File: src/rtl/switch_gate_ctrl.sv
// switch_gate_ctrl: front end for a 4-input combinational gate block.
// Raw switches are synchronised and debounced. Each new stable vector is
// driven onto a..d. The gate output s is captured one settle cycle later,
// and the captured value is offered downstream on a valid/ready port.
module switch_gate_ctrl #(
   parameter int DEB_CYCLES = 4
) (
   input  logic       clk,
   input  logic       rst,
   input  logic [3:0] sw_raw,
   output logic       a,
   output logic       b,
   output logic       c,
   output logic       d,
   input  logic       s,
   output logic       result,
   output logic       result_valid,
   input  logic       result_ready,
   output logic       overrun
);

   localparam int CW = $clog2(DEB_CYCLES + 1);
   localparam logic [CW-1:0] CNT_LAST = CW'(DEB_CYCLES - 1);

   // IDLE waits for a new stable vector. SETTLE gives the gate one cycle to
   // propagate. CAPTURE samples s. The state is a named signal so checkers
   // can bind to it.
   typedef enum logic [1:0] {IDLE, SETTLE, CAPTURE} state_t;

   state_t          state, state_nxt;
   logic [3:0]      sync1, sync2, stable;
   logic [CW-1:0]   cnt [4];
   logic [3:0]      gate_in, gate_in_nxt;
   logic            result_nxt, valid_nxt, overrun_nxt;

   assign {a, b, c, d} = gate_in;

   // Two-flop synchroniser for each raw switch bit.
   always_ff @(posedge clk or posedge rst) begin
      if (rst) begin
         sync1 <= '0;
         sync2 <= '0;
      end else begin
         sync1 <= sw_raw;
         sync2 <= sync1;
      end
   end

   // Per-bit debounce: accept a new level after DEB_CYCLES consecutive
   // samples that differ from the accepted level.
   always_ff @(posedge clk or posedge rst) begin
      if (rst) begin
         stable <= '0;
         for (int i = 0; i < 4; i++) cnt[i] <= '0;
      end else begin
         for (int i = 0; i < 4; i++) begin
            if (sync2[i] == stable[i]) begin
               cnt[i] <= '0;
            end else if (cnt[i] == CNT_LAST) begin
               stable[i] <= sync2[i];
               cnt[i]    <= '0;
            end else begin
               cnt[i] <= cnt[i] + 1'b1;
            end
         end
      end
   end

   // State register and registered outputs. Reset enters SETTLE, so the
   // all-zero vector is evaluated once right after release.
   always_ff @(posedge clk or posedge rst) begin
      if (rst) begin
         state        <= SETTLE;
         gate_in      <= '0;
         result       <= 1'b0;
         result_valid <= 1'b0;
         overrun      <= 1'b0;
      end else begin
         state        <= state_nxt;
         gate_in      <= gate_in_nxt;
         result       <= result_nxt;
         result_valid <= valid_nxt;
         overrun      <= overrun_nxt;
      end
   end

   // Next-state and output logic.
   // Handshake: a transfer happens at any edge where result_valid and
   // result_ready are both high. While result_valid is high and no transfer
   // has occurred, result and result_valid hold steady. A capture at the
   // same edge as a transfer loads the new result and keeps valid high.
   // A capture that replaces an unconsumed result with no transfer at that
   // edge sets the sticky overrun flag. Only rst clears overrun.
   always_comb begin
      state_nxt   = state;
      gate_in_nxt = gate_in;
      result_nxt  = result;
      valid_nxt   = result_valid;
      overrun_nxt = overrun;
      if (result_valid && result_ready) valid_nxt = 1'b0;
      case (state)
         IDLE: begin
            if (stable != gate_in) begin
               gate_in_nxt = stable;
               state_nxt   = SETTLE;
            end
         end
         SETTLE: begin
            state_nxt = CAPTURE;
         end
         CAPTURE: begin
            result_nxt = s;
            valid_nxt  = 1'b1;
            if (result_valid && !result_ready) overrun_nxt = 1'b1;
            state_nxt  = IDLE;
         end
         default: begin
            state_nxt = IDLE;
         end
      endcase
   end

endmodule

File: config.mk
export PLATFORM = sky130hd
export DESIGN_NAME = switch_gate_ctrl
export DESIGN_NICKNAME = d
export VERILOG_FILES = /design/src/rtl/switch_gate_ctrl.sv
export SDC_FILE = /design/constraint.sdc
export NUM_CORES = 1
export LEC_CHECK = 0
export CORE_MARGIN = 5
export CORE_UTILIZATION = 55
export CTS_CLUSTER_DIAMETER = 200
export DETAILED_ROUTE_END_ITERATION = 10
export GPL_TIMING_DRIVEN = 1
export PLACE_DENSITY = 0.84
export SLEW_MARGIN = 20
export SYNTH_ARGS = -nofsm -noshare
export SYNTH_HDL_FRONTEND = slang
export SYNTH_SLANG_ARGS = --single-unit
export TNS_END_PERCENT = 10
File: constraint.sdc
create_clock -name clk -period 2.5 [get_ports clk]
set_clock_uncertainty 0.2 [all_clocks]
set_input_delay 0.5 -clock clk [delete_from_list [all_inputs] [get_ports clk]]
set_output_delay 0.5 -clock clk [all_outputs]
set_load 0.005 [all_outputs]
==> reports/results.ini, run 1 <==
[placed_design]
dp_hpwl_um=1260
gp_congestion=0.654
portBuffers=14
dp.cells=121

[yosys]
syn-cell-area_um2=1210
synth_seq_area_share=0.686
syn_inst=78
ys_types=14
ys.warnings.count=0
synth.net_count=90
avgSynthCellArea_um2=15.5
synth_seq_cells=33

[finish]
syn_to_final_growth_pct=20.0
final_common_cell=dfrtp_1
final_cell_mix=dfrtp_1, clkdlybuf4s50_1, mux2_1
fillers=163
layout.cells.non_filler=129
area.sequential_um2=827
multi_input_area_um2=372
final_nets=112
drive_gt1_frac=0.0891
diodes=0

[power_and_ir_drop]
clkPwrFrac=0.186
peakVddDrop_mv=0.554
p_sw_mw=0.473
power.leakage_nw=0.665
switching_share=0.294
power_frac_comb=0.302
power_frac_seq=0.513
powerDensity_nw_per_um2=1110
internal-power_mw=1.14

[cts]
clk_path_buf_depth=2
cts_num_sinks=33
clock_latency_ns=0.33
cts-resized-gates=0
cts_setup_buffers=0
root_buffer=clkbuf_4
cts_max_level=2
cts_tree=done
numCtsBuffers=5
clk_pin_slew_ns=0.10
hold_buffers=0

[die]
io_pins=15
initial_core_util=0.561
fp.dieArea_um2=3230
die_x_um=56.8
core_area_um2=2150
num_rows=17
fp.dieH_um=56.8

[setup_path]
crit_chain=clkdlybuf4s50_1
start_kind=register
crit_buf_inv=1
worst_path_max_delay_cell=clkdlybuf4s50_1
critPathCaptureType=primary output
cp_max_fo=3
max_stage_delay_ns=0.52
critPathKind=register to primary output
worstPathArrival_ns=1.23
critPathTopFamily=buffers and inverters
critPathRequiredTime_ns=1.80

[outcome]
status=complete, no violations

[route]
ant_nets=0
via_per_inst=5.10
drt-total-wl_um=1720
dr.pass1.iters=2
wl_per_cell_um=13.3
drcViolationCount=0
vias=658
drtIter0Drc=5

[timing]
finalCriticalPeriod_ns=1.93
finalSetupTns_ns=0
relSlewSlack=0.740
drv_slew=0
setup_viol=0
period_share=0.773
worstMarginPinSlew_ns=0.390
fmax_mhz=517
whs_ns=0.158
rsz0062_at_grt=no
hold_viol_final=0

[grt]
antenna_found_initial=0
grt_pass1_wl_um=3040
globalRouteOverflowTotal=0
grt_max_degree=34
grt_pass1_vias=700
track_usage=0.134

[job]
cap_violations=0

[min_path]
hp-class=register to register

[worst paths after layout]
kind	from	end	slack, ns	cells after the start
worst max-delay path	gate_in[1]	c	0.57	1
worst min-delay path	sync1[3]	sync2[3]	0.16	0
worst max register to register	cnt[6]	stable[1]	1.06	3
worst min register to register	sync1[3]	sync2[3]	0.16	0
max in group asynchronous	rst	state[0]	1.44	3
min in group asynchronous	rst	cnt[9]	0.33	3
[cell families after synthesis]
group,share of synthesized area
flip-flops,0.686
AND/OR/NAND/NOR,0.102
multiplexers,0.0840
XOR/XNOR,0.0581
adder cells (fa/ha/maj),0.0415
AO/OA/AOI/OAI,0.0228
buffers and inverters,0.00623
[cell type report]
| type | instances | share of cell area |
|---|---|---|
| Tap cell | 28 | 0.0242 |
| Clock buffer | 8 | 0.0406 |
| Inverter | 2 | 0.00519 |
| Sequential cell | 33 | 0.571 |
| Timing Repair Buffer | 15 | 0.102 |
| Multi-Input combinational cell | 43 | 0.257 |
[routing by layer]
metal	GRT usage	part of all wire	vias up	wire [um]
met4	0.0795	0.032	0	55
met2	0.218	0.52	15	893
met3	0.0782	0.069	8	118
li1	-	-	313	-
met5	0	0	-	0
met1	0.129	0.38	322	655
[registers in the layout, summed over array words and instances, names as in the netlist]
register      count
result            1
stable            4
state             2
result_valid      1
sync2             4
gate_in           4
sync1             4
overrun           1
cnt              12
[stage by stage]
step	util	power [mW]	cell area, um^2	worst slack, ns
final	0.674	1.61	1450	0.567
after global routing	0.674	1.74	1450	0.478
after CTS	0.674	1.64	1450	0.541
after detailed placement	0.646	1.34	1390	0.919
after global placement	0.646	1.30	1390	0.948
after floorplan	-	1.12	1210	1.08
[power by group through the flow]
stage,registers [mW],clock network (mW),logic (mW)
2_1_floorplan,0.820,0,0.299
3_3_place_gp,0.821,0,0.480
3_5_place_dp,0.841,0,0.497
4_1_cts,0.830,0.312,0.502
5_1_grt,0.853,0.341,0.545
6_report,0.826,0.300,0.486
[cell usage after synthesis, drive strengths merged]
cell type / count / area share
dfrtp: 32 / 0.66
mux2: 9 / 0.084
nor2b: 7 / 0.036
nor3b: 7 / 0.044
ha: 4 / 0.041
nor3: 4 / 0.017
xnor2: 4 / 0.029
xor2: 4 / 0.029
inv: 2 / 0.0062
a21o: 1 / 0.0062
a31o: 1 / 0.0073
dfstp: 1 / 0.022
nor2: 1 / 0.0052
o41a: 1 / 0.0093
(Power assumes the default switching activity.)
==> inputs of run 2 (changes only) <==
Settings changed: CORE_UTILIZATION 55 to 52, PLACE_DENSITY 0.84 to 0.8.
Clock period 2.5 ns to 1.85 ns, I/O delays scaled along.
==> reports/results.ini, run 2 (same netlist as run 1, synthesis figures left out) <==
[setup_path]
critPathTopFamily=buffers and inverters
cp_max_fo=3  ; unchanged
crit_chain=clkdlybuf4s50_1
start_kind=register
worstPathArrival_ns=1.20  ; -0.03 ns
critPathKind=register to primary output
critPathRequiredTime_ns=1.28  ; -0.52 ns
max_stage_delay_ns=0.51  ; about the same
crit_buf_inv=1  ; unchanged
worst_path_max_delay_cell=clkdlybuf4s50_1
critPathCaptureType=primary output

[timing]
hold_viol_final=0  ; unchanged
worstMarginPinSlew_ns=0.306  ; -0.0844 ns
whs_ns=0.151  ; -0.00744 ns
period_share=0.958
fmax_mhz=564
finalCriticalPeriod_ns=1.77
relSlewSlack=0.796  ; +0.0560
setup_viol=0  ; unchanged
rsz0062_at_grt=no
drv_slew=0  ; unchanged
finalSetupTns_ns=0  ; unchanged

[finish]
utilization=0.666  ; -0.00813
final_cell_mix=dfrtp_1, clkdlybuf4s50_1, mux2_1
layout.cells.non_filler=130  ; +0.78%
final_common_cell=dfrtp_1
regMostFlops=cnt
final_nets=113  ; +0.89%
drive_gt1_frac=0.0980  ; +0.00893
diodes=0  ; unchanged
syn_to_final_growth_pct=22.1
largest_reg_flops=12  ; unchanged

[cts]
clock_latency_ns=0.33  ; about the same
cts_tree=done
clk_path_buf_depth=2  ; unchanged
cts_num_sinks=33  ; unchanged
numCtsBuffers=5  ; unchanged
root_buffer=clkbuf_4
clk_pin_slew_ns=0.09  ; about the same
cts_max_level=2  ; unchanged

[route]
vias=646  ; -1.8%
ant_nets=0  ; unchanged
wl_per_cell_um=12.5  ; -6.6%
drt-total-wl_um=1620  ; -5.9%
dr.pass1.iters=4  ; +2
drtIter0Drc=7  ; +2
drcViolationCount=0  ; unchanged
via_per_inst=4.97  ; -2.6%

[outcome]
status=complete, no violations

[die]
fp.dieArea_um2=3380  ; +4.7%
io_pins=15  ; unchanged
num_rows=17  ; unchanged
core_area_um2=2210  ; +3.0%
initial_core_util=0.545  ; -0.0162
fp.dieH_um=58.2  ; +2.3%
die_x_um=58.2  ; +2.3%

[placed_design]
portBuffers=14  ; unchanged
dp.cells=121  ; unchanged
dp_hpwl_um=1240  ; -2.2%
gp_congestion=0.677  ; +3.5%

[power_and_ir_drop]
power_frac_seq=0.509  ; -0.004
power.leakage_nw=0.695  ; +4.6%
powerDensity_nw_per_um2=1480  ; +33%
power_frac_comb=0.308  ; +0.006
peakVddDrop_mv=0.839  ; +51%
clkPwrFrac=0.183  ; -0.003
switching_share=0.290  ; -0.00372
internal-power_mw=1.55  ; +36%
p_sw_mw=0.632  ; +33%

[grt]
grt_max_degree=34  ; unchanged
grt_pass1_wl_um=3020  ; -0.89%
antenna_found_initial=0  ; unchanged
globalRouteOverflowTotal=0  ; unchanged
track_usage=0.125  ; -0.00895
grt_pass1_vias=719  ; +2.7%

[job]
cap_violations=0  ; unchanged

[min_path]
hp-class=register to register

[run 2: power groups by stage]
stage	clock (mW)	combinational, mW	sequential, mW
3_5_place_dp	0	0.675	1.13
5_1_grt	0.462	0.748	1.15
4_1_cts	0.422	0.677	1.12
2_1_floorplan	0	0.404	1.11
3_3_place_gp	0	0.652	1.11
6_report	0.398	0.671	1.11
[run 2: metal layers]
layer	global-route usage	vias up	wire, um	part of all wire
met1	0.140	310	715	0.44
met4	0.0993	0	54	0.033
met5	0	-	0	0
li1	-	314	-	-
met2	0.187	16	752	0.46
met3	0.0490	6	97	0.060
[run 2: worst paths after layout]
kind                             from        end  slack [ns]  cells after the start
setup reg to reg               cnt[3]  stable[2]        0.41                      3
hold / removal               sync1[0]   sync2[0]        0.15                      0
max in group asynchronous         rst   state[0]        1.03                      3
min in group asynchronous         rst   sync1[1]        0.17                      3
setup / recovery           gate_in[2]          b        0.08                      1
hold reg to reg              sync1[0]   sync2[0]        0.15                      0
[run 2: what timing repair did]
item,in CTS,in global routing
resized for setup,0,2
endpoints found under the setup margin,0,3
endpoints found under the hold margin,0,0
hold buffers,0,0
setup buffers,0,1
[run 2: area by class of cell]
| class | count | area (um^2) |
|---|---|---|
| clock buffers | 8 | 58.8 |
| fillers | 170 | 739 |
| inverters | 2 | 7.51 |
| multi-input cells | 43 | 372 |
| flip-flops and latches | 33 | 827 |
| well taps | 28 | 35.0 |
| repair buffers | 16 | 173 |
[run 2: stage by stage]
| stage | setup slack, ns | cell area (um^2) | total power [mW] |
|---|---|---|---|
| after global routing | 0.000514 | 1470 | 2.36 |
| after CTS | 0.00963 | 1460 | 2.22 |
| after floorplan | 0.525 | 1210 | 1.51 |
| final | 0.0782 | 1470 | 2.18 |
| after global placement | 0.424 | 1400 | 1.76 |
| after detailed placement | 0.392 | 1400 | 1.81 |
==> inputs of run 3 (changes only) <==
Settings changed: ABC_AREA set to 0, HOLD_SLACK_MARGIN set to 0.06.
==> results of run 3 <==
No change in the layout: final DEF, timing and power equal those of run 2.
